===== src/rtl/uart_rx.sv =====
// UART receiver with 16x oversampling and a runtime-selectable baud rate (8N1).
// Define UART_RX_PARITY_EN to expect one even-parity bit after the eight data bits.
module uart_rx #(
  parameter int unsigned CLK_FREQ = 18_432_000
) (
  input  logic       clk,
  input  logic       rst,
  input  logic [1:0] baud_sel,
  input  logic       rx_in,
  output logic [7:0] rx_byte,
  output logic       rx_valid,
  output logic       rx_error,
  output logic       rx_bussy,
  output logic       rx_tick
);

  localparam int unsigned DIV_9600   = CLK_FREQ / (16 * 9600);
  localparam int unsigned DIV_19200  = CLK_FREQ / (16 * 19200);
  localparam int unsigned DIV_57600  = CLK_FREQ / (16 * 57600);
  localparam int unsigned DIV_115200 = CLK_FREQ / (16 * 115200);
  localparam int unsigned CNT_W      = $clog2(DIV_9600 + 1);

  typedef enum logic [2:0] {
    S_IDLE      = 3'd0,
    S_START     = 3'd1,
    S_DATA      = 3'd2,
`ifdef UART_RX_PARITY_EN
    S_PARITY    = 3'd3,
`endif
    S_STOP      = 3'd4,
    S_WAIT_IDLE = 3'd5
  } state_t;

  state_t           state_q, state_d;
  logic [1:0]       sync_q;
  logic             line_s;
  logic [1:0]       baud_q;
  logic [CNT_W-1:0] div_m1_c;
  logic [CNT_W-1:0] tcnt_q, tcnt_nxt_c;
  logic [3:0]       scnt_q;
  logic [2:0]       bit_q;
  logic [7:0]       shift_q;
  logic             valid_c, error_c, par_fault_c;

  // Two-flop synchronizer; the line idles high.
  always_ff @(posedge clk or negedge rst) begin
    if (!rst) sync_q <= 2'b11;
    else      sync_q <= {sync_q[0], rx_in};
  end
  assign line_s = sync_q[1];

  // Baud selection only follows baud_sel between frames.
  always_ff @(posedge clk or negedge rst) begin
    if (!rst)                    baud_q <= 2'b00;
    else if (state_q == S_IDLE)  baud_q <= baud_sel;
  end

  always_comb begin
    div_m1_c = CNT_W'(DIV_9600 - 1);
    case (baud_q)
      2'b00:   div_m1_c = CNT_W'(DIV_9600 - 1);
      2'b01:   div_m1_c = CNT_W'(DIV_19200 - 1);
      2'b10:   div_m1_c = CNT_W'(DIV_57600 - 1);
      default: div_m1_c = CNT_W'(DIV_115200 - 1);
    endcase
  end

  // Free-running tick counter; >= guards against a divisor shrinking mid-count.
  assign tcnt_nxt_c = (tcnt_q >= div_m1_c) ? '0 : tcnt_q + CNT_W'(1);

  always_ff @(posedge clk or negedge rst) begin
    if (!rst) begin
      tcnt_q  <= '0;
      rx_tick <= 1'b0;
    end else begin
      tcnt_q  <= tcnt_nxt_c;
      rx_tick <= (tcnt_nxt_c == div_m1_c);
    end
  end

  always_ff @(posedge clk or negedge rst) begin
    if (!rst) state_q <= S_IDLE;
    else      state_q <= state_d;
  end

  always_comb begin
    state_d = state_q;
    if (rx_tick) begin
      case (state_q)
        S_IDLE:      if (!line_s) state_d = S_START;
        S_START:     if (scnt_q == 4'd7) state_d = line_s ? S_IDLE : S_DATA;
        S_DATA: begin
          if (scnt_q == 4'd15 && bit_q == 3'd7) begin
`ifdef UART_RX_PARITY_EN
            state_d = S_PARITY;
`else
            state_d = S_STOP;
`endif
          end
        end
`ifdef UART_RX_PARITY_EN
        S_PARITY:    if (scnt_q == 4'd15) state_d = S_STOP;
`endif
        S_STOP:      if (scnt_q == 4'd15) state_d = line_s ? S_IDLE : S_WAIT_IDLE;
        S_WAIT_IDLE: if (line_s) state_d = S_IDLE;
        default:     state_d = S_IDLE;
      endcase
    end
  end

  // Frame verdict is taken at the middle of the stop bit.
  always_comb begin
    valid_c = 1'b0;
    error_c = 1'b0;
    if (rx_tick && state_q == S_STOP && scnt_q == 4'd15) begin
      if (!line_s || par_fault_c) error_c = 1'b1;
      else                        valid_c = 1'b1;
    end
  end

`ifdef UART_RX_PARITY_EN
  logic par_err_q;

  always_ff @(posedge clk or negedge rst) begin
    if (!rst)                                                       par_err_q <= 1'b0;
    else if (rx_tick && state_q == S_IDLE)                          par_err_q <= 1'b0;
    else if (rx_tick && state_q == S_PARITY && scnt_q == 4'd15)     par_err_q <= ^{shift_q, line_s};
  end
  assign par_fault_c = par_err_q;
`else
  assign par_fault_c = 1'b0;
`endif

  // Sample counter, bit index and LSB-first shift register.
  always_ff @(posedge clk or negedge rst) begin
    if (!rst) begin
      scnt_q  <= '0;
      bit_q   <= '0;
      shift_q <= '0;
    end else if (rx_tick) begin
      case (state_q)
        S_START: begin
          scnt_q <= (scnt_q == 4'd7) ? 4'd0 : scnt_q + 4'd1;
          bit_q  <= '0;
        end
        S_DATA: begin
          scnt_q <= scnt_q + 4'd1;
          if (scnt_q == 4'd15) begin
            shift_q <= {line_s, shift_q[7:1]};
            bit_q   <= bit_q + 3'd1;
          end
        end
`ifdef UART_RX_PARITY_EN
        S_PARITY: scnt_q <= scnt_q + 4'd1;
`endif
        S_STOP:   scnt_q <= scnt_q + 4'd1;
        default:  scnt_q <= '0;
      endcase
    end
  end

  always_ff @(posedge clk or negedge rst) begin
    if (!rst) begin
      rx_byte  <= 8'h00;
      rx_valid <= 1'b0;
      rx_error <= 1'b0;
      rx_bussy <= 1'b0;
    end else begin
      rx_valid <= valid_c;
      rx_error <= error_c;
      rx_bussy <= (state_d != S_IDLE);
      if (valid_c) rx_byte <= shift_q;
    end
  end

endmodule


===== config.mk =====
export PLATFORM = sky130hd
export DESIGN_NAME = uart_rx
export DESIGN_NICKNAME = d
export VERILOG_FILES = /design/src/rtl/uart_rx.sv
export SDC_FILE = /design/constraint.sdc
export NUM_CORES = 1
export LEC_CHECK = 0
export BUFFER_PORTS_ARGS = -buffer_cell sky130_fd_sc_hd__buf_2
export CAP_MARGIN = 10
export CORE_MARGIN = 3
export CORE_UTILIZATION = 29
export DETAILED_ROUTE_END_ITERATION = 8
export GPL_TIMING_DRIVEN = 0
export SLEW_MARGIN = 10
export SYNTH_ARGS = -nofsm -noshare
export SYNTH_HDL_FRONTEND = slang
export SYNTH_SLANG_ARGS = --single-unit

===== constraint.sdc =====
create_clock -name clk -period 2.74 [get_ports clk]
set_input_delay 0.137 -clock clk [delete_from_list [all_inputs] [get_ports clk]]
set_output_delay 0.137 -clock clk [all_outputs]
set_load 0.02 [all_outputs]

# After elaboration in Yosys (flattened, before gate mapping)
# Index checks and enable logic that the tools add are counted.
dict set report op_classes {
  eq_ne 11
  add_sub_neg 3
  magnitude_cmp 1
  n_reduce_logical 10
  n_mux 19
}
# operator n
set ops {}
lappend ops {{$mux 3} 8}
lappend ops {{$pmux 7 s3} 1}
lappend ops {{$pmux 3 s5} 1}
lappend ops {{$eq 3x3->1 const B} 3}
lappend ops {{$pmux 4 s2} 1}
lappend ops {{$add 7x1->7 const B} 1}
lappend ops {{$eq 7x7->1} 1}
lappend ops {{$ge 7x7->1} 1}
lappend ops {{$mux 7} 1}
lappend ops {{$pmux 3 s2} 1}
lappend ops {{$reduce_and 3->1} 2}
lappend ops {{$add 4x1->4 const B} 1}
lappend ops {{$eq 4x3->1 const B} 1}
lappend ops {{$eq 4x4->1 const B} 1}
lappend ops {{$mux 1} 4}
lappend ops {{$mux 4} 1}
lappend ops {{$add 3x1->3 const B} 1}
lappend ops {{$eq 3x1->1 const B} 1}
lappend ops {{$eq 3x2->1 const B} 1}
lappend ops {{$logic_and 1x1->1} 3}
lappend ops {{$logic_not 3->1} 1}
lappend ops {{$reduce_bool 3->1} 1}
lappend ops {{$eq 2x1->1 const B} 1}
lappend ops {{$eq 2x2->1 const B} 1}
lappend ops {{other kinds (5)} 5}
dict set report word_totals {
  input_bits 5
  out_inout_bits 12
  reg_bits 41
  wordCells 56
}

# Depth between registers and ports, before layout
# Gate-level depths: netlist of run 1.
dict set report logic_depth {
  word_depth 6
  ltp_mapped 7
  ltp_nobuf 6
}

# Worst setup path before layout of run 1
# OpenSTA, ideal clock, no wires.
dict set report synth_path {
  kind {register to register}
  from {register baud_q[1]}
  to {register rx_tick}
  synth_period_minus_slack_ns 2.110
  stages_incl_launch_ff 7
  setup_time_ns 0.111
  arrival_time_ns 1.999
  path_buffers 0
  required_ns 2.629
  path_slack_ns 0.630
  cell_sequence {dfrtp_1 or2_2 ha_1 and3_1 a221oi_2 o311ai_4 a2111oi_2}
}
dict set report synth_via {
  elab_chain_len 5
  word_cells_on_any_way 7
  classes_between {1 x order compare; 3 x eq/ne; 2 x mux; 1 x reduce/logical}
}
# element line_no
set synth_rtl {}
lappend synth_rtl {{start, declared} 37} ;# logic [1:0] baud_q;
lappend synth_rtl {{start signal, assigned} 55} ;# else if (state_q == S_IDLE) baud_q <= baud_sel;
lappend synth_rtl {{$eq 2x2->1 (tied with other cells)} 60} ;# case (baud_q)
lappend synth_rtl {{$pmux 7 s3 *} 60}
lappend synth_rtl {{$ge 7x7->1} 69} ;# assign tcnt_nxt_c = (tcnt_q >= div_m1_c) ? '0 : tcnt_q + CNT_W'(1);
lappend synth_rtl {{$mux 7} 69}
lappend synth_rtl {{$eq 7x7->1 *} 77} ;# rx_tick <= (tcnt_nxt_c == div_m1_c);
lappend synth_rtl {{end signal, assigned} 77}
lappend synth_rtl {{end, declared} 14} ;# output logic rx_tick
# Mark *: on every way between the ends. The rest lies on a longest branch, timed or not.
# A chain may end at the register's enable or synchronous reset.

# Worst setup path in the final report of run 1
# Ends and elaborated chain as after synthesis.

==> run summary, run 1 <==
layout overhead on the synthesized area: 16.0%
Worst Path Arrival: 2.49 ns
Hold WC Path Type: in2reg
Worst path max stage delay: 0.45 ns
CP max-delay cell: dfrtp_1
skew final: 0.00463 ns
DIE AREA: 7780 um^2
critical-path cell list: or2_2, ha_1, and3_1, a221oi_2, o311ai_4, a2111oi_2
CP Launch Type: register
Post-DRT Antenna Nets: 0
status: complete, no violations
I/O Buffers: 16
pin count of the biggest net entering global routing: 42
DR DRC count: 0
most common cell after layout, fill and taps aside: dfrtp_1
WHS: 0.0684 ns
GRT overflow: 0
clock root cell: clkbuf_8
Worst-Margin Slew: 0.871 ns
row cnt: 29
CTS tree: yes
f_max: 433 MHz
WP buf/inv: 0
worst setup path class: reg2reg
Initial Util: 30.3%
worst endpoint required time: 2.92 ns
Syn Inst Count: 174
htree depth: 2
GP Congestion: 0.844
Clock Latency Late Sink: 0.29 ns
synthesis warning total: 0
synth unique cells: 35
largest family of logic cells by synthesized area: simple AND/OR/NAND/NOR gates
most frequent cells in the layout: dfrtp_1, buf_2, mux2_2
DR pass1 iterations: 4
crit path max fanout: 8
post-cts resize count: 0
Worst R2R Start: baud_q[1]
Yosys reg bits: 41
Synth Area in Simple Gates: 15.1%
Core Box Area: 6460 um^2
hold path start: baud_sel[0]
GRT Overall Usage: 10.1%
xor-xnor portion of the synthesized cell area: 3.58%
RSZ-0062 raised after global routing: false
R2R depth: 6
Power Density: 780 nW/um^2
post-CTS setup buffer count: 0
number of max-cap violations: 0
DP HPWL: 2.54 mm
Net Count, Synth: 188
post-synthesis compound-gate area fraction: 9.83%
clk slew on worst S/H paths: 0.07 ns
final worst-path cycle share: 84.3%
Seq/Total Area, Yosys: 52.5%
Setup WS post-layout: 0.429 ns
syn avg cell area: 11.3 um^2
Max Slew Vio Count: 0
final net count: 213
TritonCTS Buffers: 5
vias in the first global route: 1,325
crit-path leading delay family: compound AO/OA/AOI/OAI gates
DRT iter0 DRCs: 52
first-pass GRT wire length: 6.14 mm
DR WL/cell: 12.3 um
antenna diode count: 0
WHS Path Cells: 3
Synth Cell Area: 1960 um^2
via count: 1,333
Clock Sinks: 41
routed vias/inst: 4.81
slew margin rel.: 42.0%
antenna violations before repair: 0
CTS Hold Buffers Added: 2
Hold Crit Endpoint: baud_q[0]
final hold vios: 0
Lkg Pwr: 1.12 nW
CP Capture Type: register
die width: 88.2 um
Vert. Die Dim: 88.2 um
Peak VDD IR: 393 uV
Synth Area in Adders: 5.75%
Setup violations, final: 0
pre-CTS setup slack: 0.409 ns
crit path time final: 2.31 ns
clock tree buffer depth: 2
IO Count: 17
Routed WL: 3.42 mm
reg2reg end: rx_tick
R2R setup slack: 0.43 ns
total negative setup slack: 0 ns
layout cells sized above 1: 24.5%
mux share of post-synthesis cell area: 10.9%
==> worst max-delay path by stage <==
stage	from	to	slack (ns)	cells after the start
3_5_place_dp	baud_q[1]	rx_tick	0.41	6
3_3_place_gp	baud_q[1]	rx_tick	0.46	6
4_1_cts	baud_q[1]	rx_tick	0.39	6
5_1_grt	baud_q[1]	rx_tick	0.23	6
2_1_floorplan	baud_q[1]	rx_tick	0.63	6
6_report	baud_q[1]	rx_tick	0.43	6
==> worst min-delay path: cells and delay by family <==
family | cells | cell delay (ns)
buf+inv | 1 | 0.08
simple gates | 1 | 0.04
compound gates | 1 | 0.06
==> metrics by stage <==
step	area [um^2]	total power, mW	std cells	utilization [%]
after floorplan	1960	1.17	174	-
after global placement	2140	1.27	267	33.1
after detailed placement	2140	1.29	267	33.1
after CTS	2270	1.80	277	35.2
after global routing	2270	1.92	277	35.2
final	2270	1.77	277	35.2
==> sequential cells by signal, indices dropped and copies added, names as in the netlist <==
register,cells
rx_tick,1
scnt_q,4
rx_byte,8
baud_q,2
rx_error,1
tcnt_q,7
bit_q,3
shift_q,8
rx_bussy,1
sync_q,2
state_q,3
rx_valid,1
==> power by group <==
part	switching [mW]	internal [mW]
logic	0.282	0.215
registers	0.102	0.681
clock network	0.196	0.297
==> synth_stat cells <==
cell type,instances,area (um^2)
nor2_1,15,56.3
mux2i_1,1,10.0
xor2_1,4,35.0
nand3_1,14,70.1
a31oi_1,3,18.8
a21oi_1,3,15.0
o2bb2ai_1,2,17.5
buf_2,2,10.0
and3_1,4,25.0
ha_1,9,113
nor3_1,2,10.0
a221oi_1,1,8.76
o21ai_0,8,40.0
a2111oi_2,1,15.0
a21o_1,1,7.51
nor4_1,1,6.26
nand4_1,2,12.5
or3_1,3,18.8
and2_0,1,6.26
nand3b_1,1,7.51
dfrtp_1,39,976
or2_2,1,6.26
nand2_1,12,45.0
o311ai_4,1,26.3
a32o_1,1,10.0
nor2b_1,2,12.5
nand2b_1,3,18.8
o2111ai_1,1,8.76
mux2_2,18,203
dfstp_2,2,52.6
o32a_1,1,10.0
inv_1,6,22.5
xnor2_1,4,35.0
a221oi_2,1,15.0
clkbuf_1,4,15.0
==> logic make-up (layout without fill, tap and decap cells) <==
group                      Yosys count  in the layout
buffers and inverters               12             38
AOI/OAI and AO/OA                   24             24
adders and majority gates            9              9
xor gates and xnor gates             8              8
DFF                                 41             41
and+or+nand+nor                     61             61
muxes                               19             19
==> final cells by class <==
class,count,area [um^2]
Buffer,6,25.0
Inverter,6,22.5
Tap cell,77,96.3
Fill cell,663,4190
Sequential cell,41,1030
Clock buffer,7,86.3
Clock inverter,1,30.0
Multi-Input combinational cell,121,883
Timing Repair Buffer,18,100
==> metal layers <==
metal,track usage [%],part of all wire (%),vias to the layer above
li1,-,-,667
met1,13.6,48,647
met2,15.6,48,16
met3,2.92,3.2,3
met4,3.30,0.85,0
met5,0,0,-
No activity file was read; power rests on OpenSTA's default activity.
==> run 2, diff against run 1 <==
Settings changed: ABC_AREA set to 1.
Clock period 2.74 ns to 2.2 ns, I/O delays scaled along.
==> run summary, run 2 <==
Worst Path Arrival: 2.22 ns
Synth top cells by count: nand2_1, dfrtp_1, inv_1, nand3_1, nor2_1
Post-DRT Antenna Nets: 0
final hold vios: 0
number of max-cap violations: 0
multi-input logic area: 928 um^2
Main synth FF type: dfrtp_1
htree depth: 2
row cnt: 30
Yosys reg bits: 41
reg2reg end: rx_tick
crit path time final: 1.99 ns
Setup WS post-layout: 0.206 ns
most frequent cells in the layout: nand2_1, dfrtp_1, inv_1
FF+latch area: 1030 um^2
CP Capture Type: register
biggest regs: rx_byte (8), shift_q (8), tcnt_q (7)
Hold Crit Endpoint: baud_q[0]
Clock Sinks: 41
most common cell after layout, fill and taps aside: nand2_1
Lkg Pwr: 1.31 nW
placed insts: 374
R2R depth: 14
synthesis warning total: 0
Setup violations, final: 0
area post-placement: 2320 um^2
met2 WL: 1.82 mm
worst setup path class: reg2reg
CTS tree: yes
DRT met1 WL: 1.95 mm
Worst R2R Start: baud_q[0]
Hold WC Path Type: in2reg
Syn Inst Count: 262
Net Count, Synth: 276
layout overhead on the synthesized area: 17.7%
clock tree buffer depth: 2
Yosys top cell area share: 46.0%
crit path max fanout: 8
status: complete, no violations
GP Congestion: 0.875
Async SR Flop Fraction: 100%
Synth Cell Area: 2120 um^2
Tot Pwr: 2.54 mW
clock root cell: clkbuf_8
metal3 WL: 149 um
pre-CTS setup slack: 0.129 ns
synth unique cells: 27
first-pass GRT wire length: 7.11 mm
final std cells w/o fill: 385
DR WL/cell: 10.3 um
TritonCTS Buffers: 5
final-layout fill cell count: 747
total negative setup slack: 0 ns
GRT overflow: 0
DP HPWL: 2.90 mm
cell with the most instances after synthesis: nand2_1
antenna diode count: 0
Seq/Total Area, Yosys: 48.5%
I/O Buffers: 16
worst endpoint required time: 2.43 ns
Post-synth EDFFs: 0
Synth area leaders: dfrtp_1, nand2_1, inv_1
R2R setup slack: 0.21 ns
DIE AREA: 8370 um^2
Peak VDD IR: 349 uV
final worst-path cycle share: 90.6%
CP Launch Type: register
syn avg cell area: 8.09 um^2
highest metal used: met4
f_max: 502 MHz
hold path start: baud_sel[0]
cell taking the most area after synthesis: dfrtp_1
Final Cell Area: 2490 um^2
IO Count: 17
routed vias/inst: 4.36
Core Box Area: 6940 um^2
Routed WL: 3.98 mm
GRT Overall Usage: 10.5%
Clock Latency Late Sink: 0.29 ns
WHS Path Cells: 3
layout cells sized above 1: 19.4%
DR pass1 iterations: 4
Worst-Margin Slew: 0.920 ns
DRT iter0 DRCs: 70
Vert. Die Dim: 91.5 um
Max Slew Vio Count: 0
slew margin rel.: 38.7%
skew final: 0.00609 ns
Power Density: 1020 nW/um^2
vias in the first global route: 1,592
final net count: 302
antenna violations before repair: 0
Initial Util: 30.5%
clk slew on worst S/H paths: 0.08 ns
pin count of the biggest net entering global routing: 42
die width: 91.5 um
DR DRC count: 0
via count: 1,678
[run 2: cell type report]
class                           instances  share of cell area (%)
Tap cell                               96                    4.82
Sequential cell                        41                    41.3
Timing Repair Buffer                   19                    4.32
Multi-Input combinational cell        177                    37.2
Clock inverter                          3                    2.61
Inverter                               40                    6.02
Buffer                                  4                   0.953
Clock buffer                            5                    2.76
[run 2: worst max path at each step]
stage              start      end  slack (ns)  cells after the start
2_1_floorplan  baud_q[0]  rx_tick        0.42                     14
3_5_place_dp   baud_q[0]  rx_tick        0.13                     14
5_1_grt        baud_q[0]  rx_tick       -0.01                     14
3_3_place_gp   baud_q[0]  rx_tick        0.11                     14
6_report       baud_q[0]  rx_tick        0.21                     14
4_1_cts        baud_q[0]  rx_tick        0.09                     14
[run 2: metal layers]
metal  track usage (%)  vias to the layer above
met1              13.4                      762
met2              16.6                       31
li1                  -                      879
met3              2.98                        6
met5                 0                        -
met4              4.40                        0
[run 2: cell families after synthesis]
kind of cell	count (synthesis)	share of synthesized area, %
flops	41	48.5
compound gates	37	10.4
simple gates	130	27.2
xor+xnor	1	0.413
fa+ha+maj	9	5.31
buf+inv	44	8.21
[run 2: worst max-delay path: stages (launching register included)]
cell and delay (ns):
dfrtp_1 0.43, inv_2 0.11, nand2_2 0.10, ha_1 0.32
nand2_1 0.09, nand2_1 0.05, nor2_1 0.13, nor2_2 0.07
nor2_4 0.18, nand2_1 0.10, nand2_1 0.07, nand2_1 0.05
nor2_1 0.09, nand2_1 0.07, nor2_1 0.08
[run 2: power by group]
group          switching, mW  internal [mW]  total (mW)
sequential             0.113          0.851       0.964
clock                  0.262          0.451       0.712
combinational          0.546          0.319       0.865
[run 2: timing repair]
| item | in CTS | in global routing |
|---|---|---|
| buffers inserted | 0 | 1 |
| setup endpoints to repair | 0 | 1 |
| hold buffers | 2 | 0 |
| hold endpoints to repair | 40 | 0 |
| resized for setup | 0 | 7 |
[run 2: metrics by stage]
| stage | hold WS (ns) | util [%] |
|---|---|---|
| CTS | 0.0110 | 35.6 |
| floorplan | -0.186 | - |
| finish | 0.0156 | 35.9 |
| global route | 0.0290 | 35.9 |
| global placement | 0.215 | 33.4 |
| detailed placement | 0.224 | 33.4 |
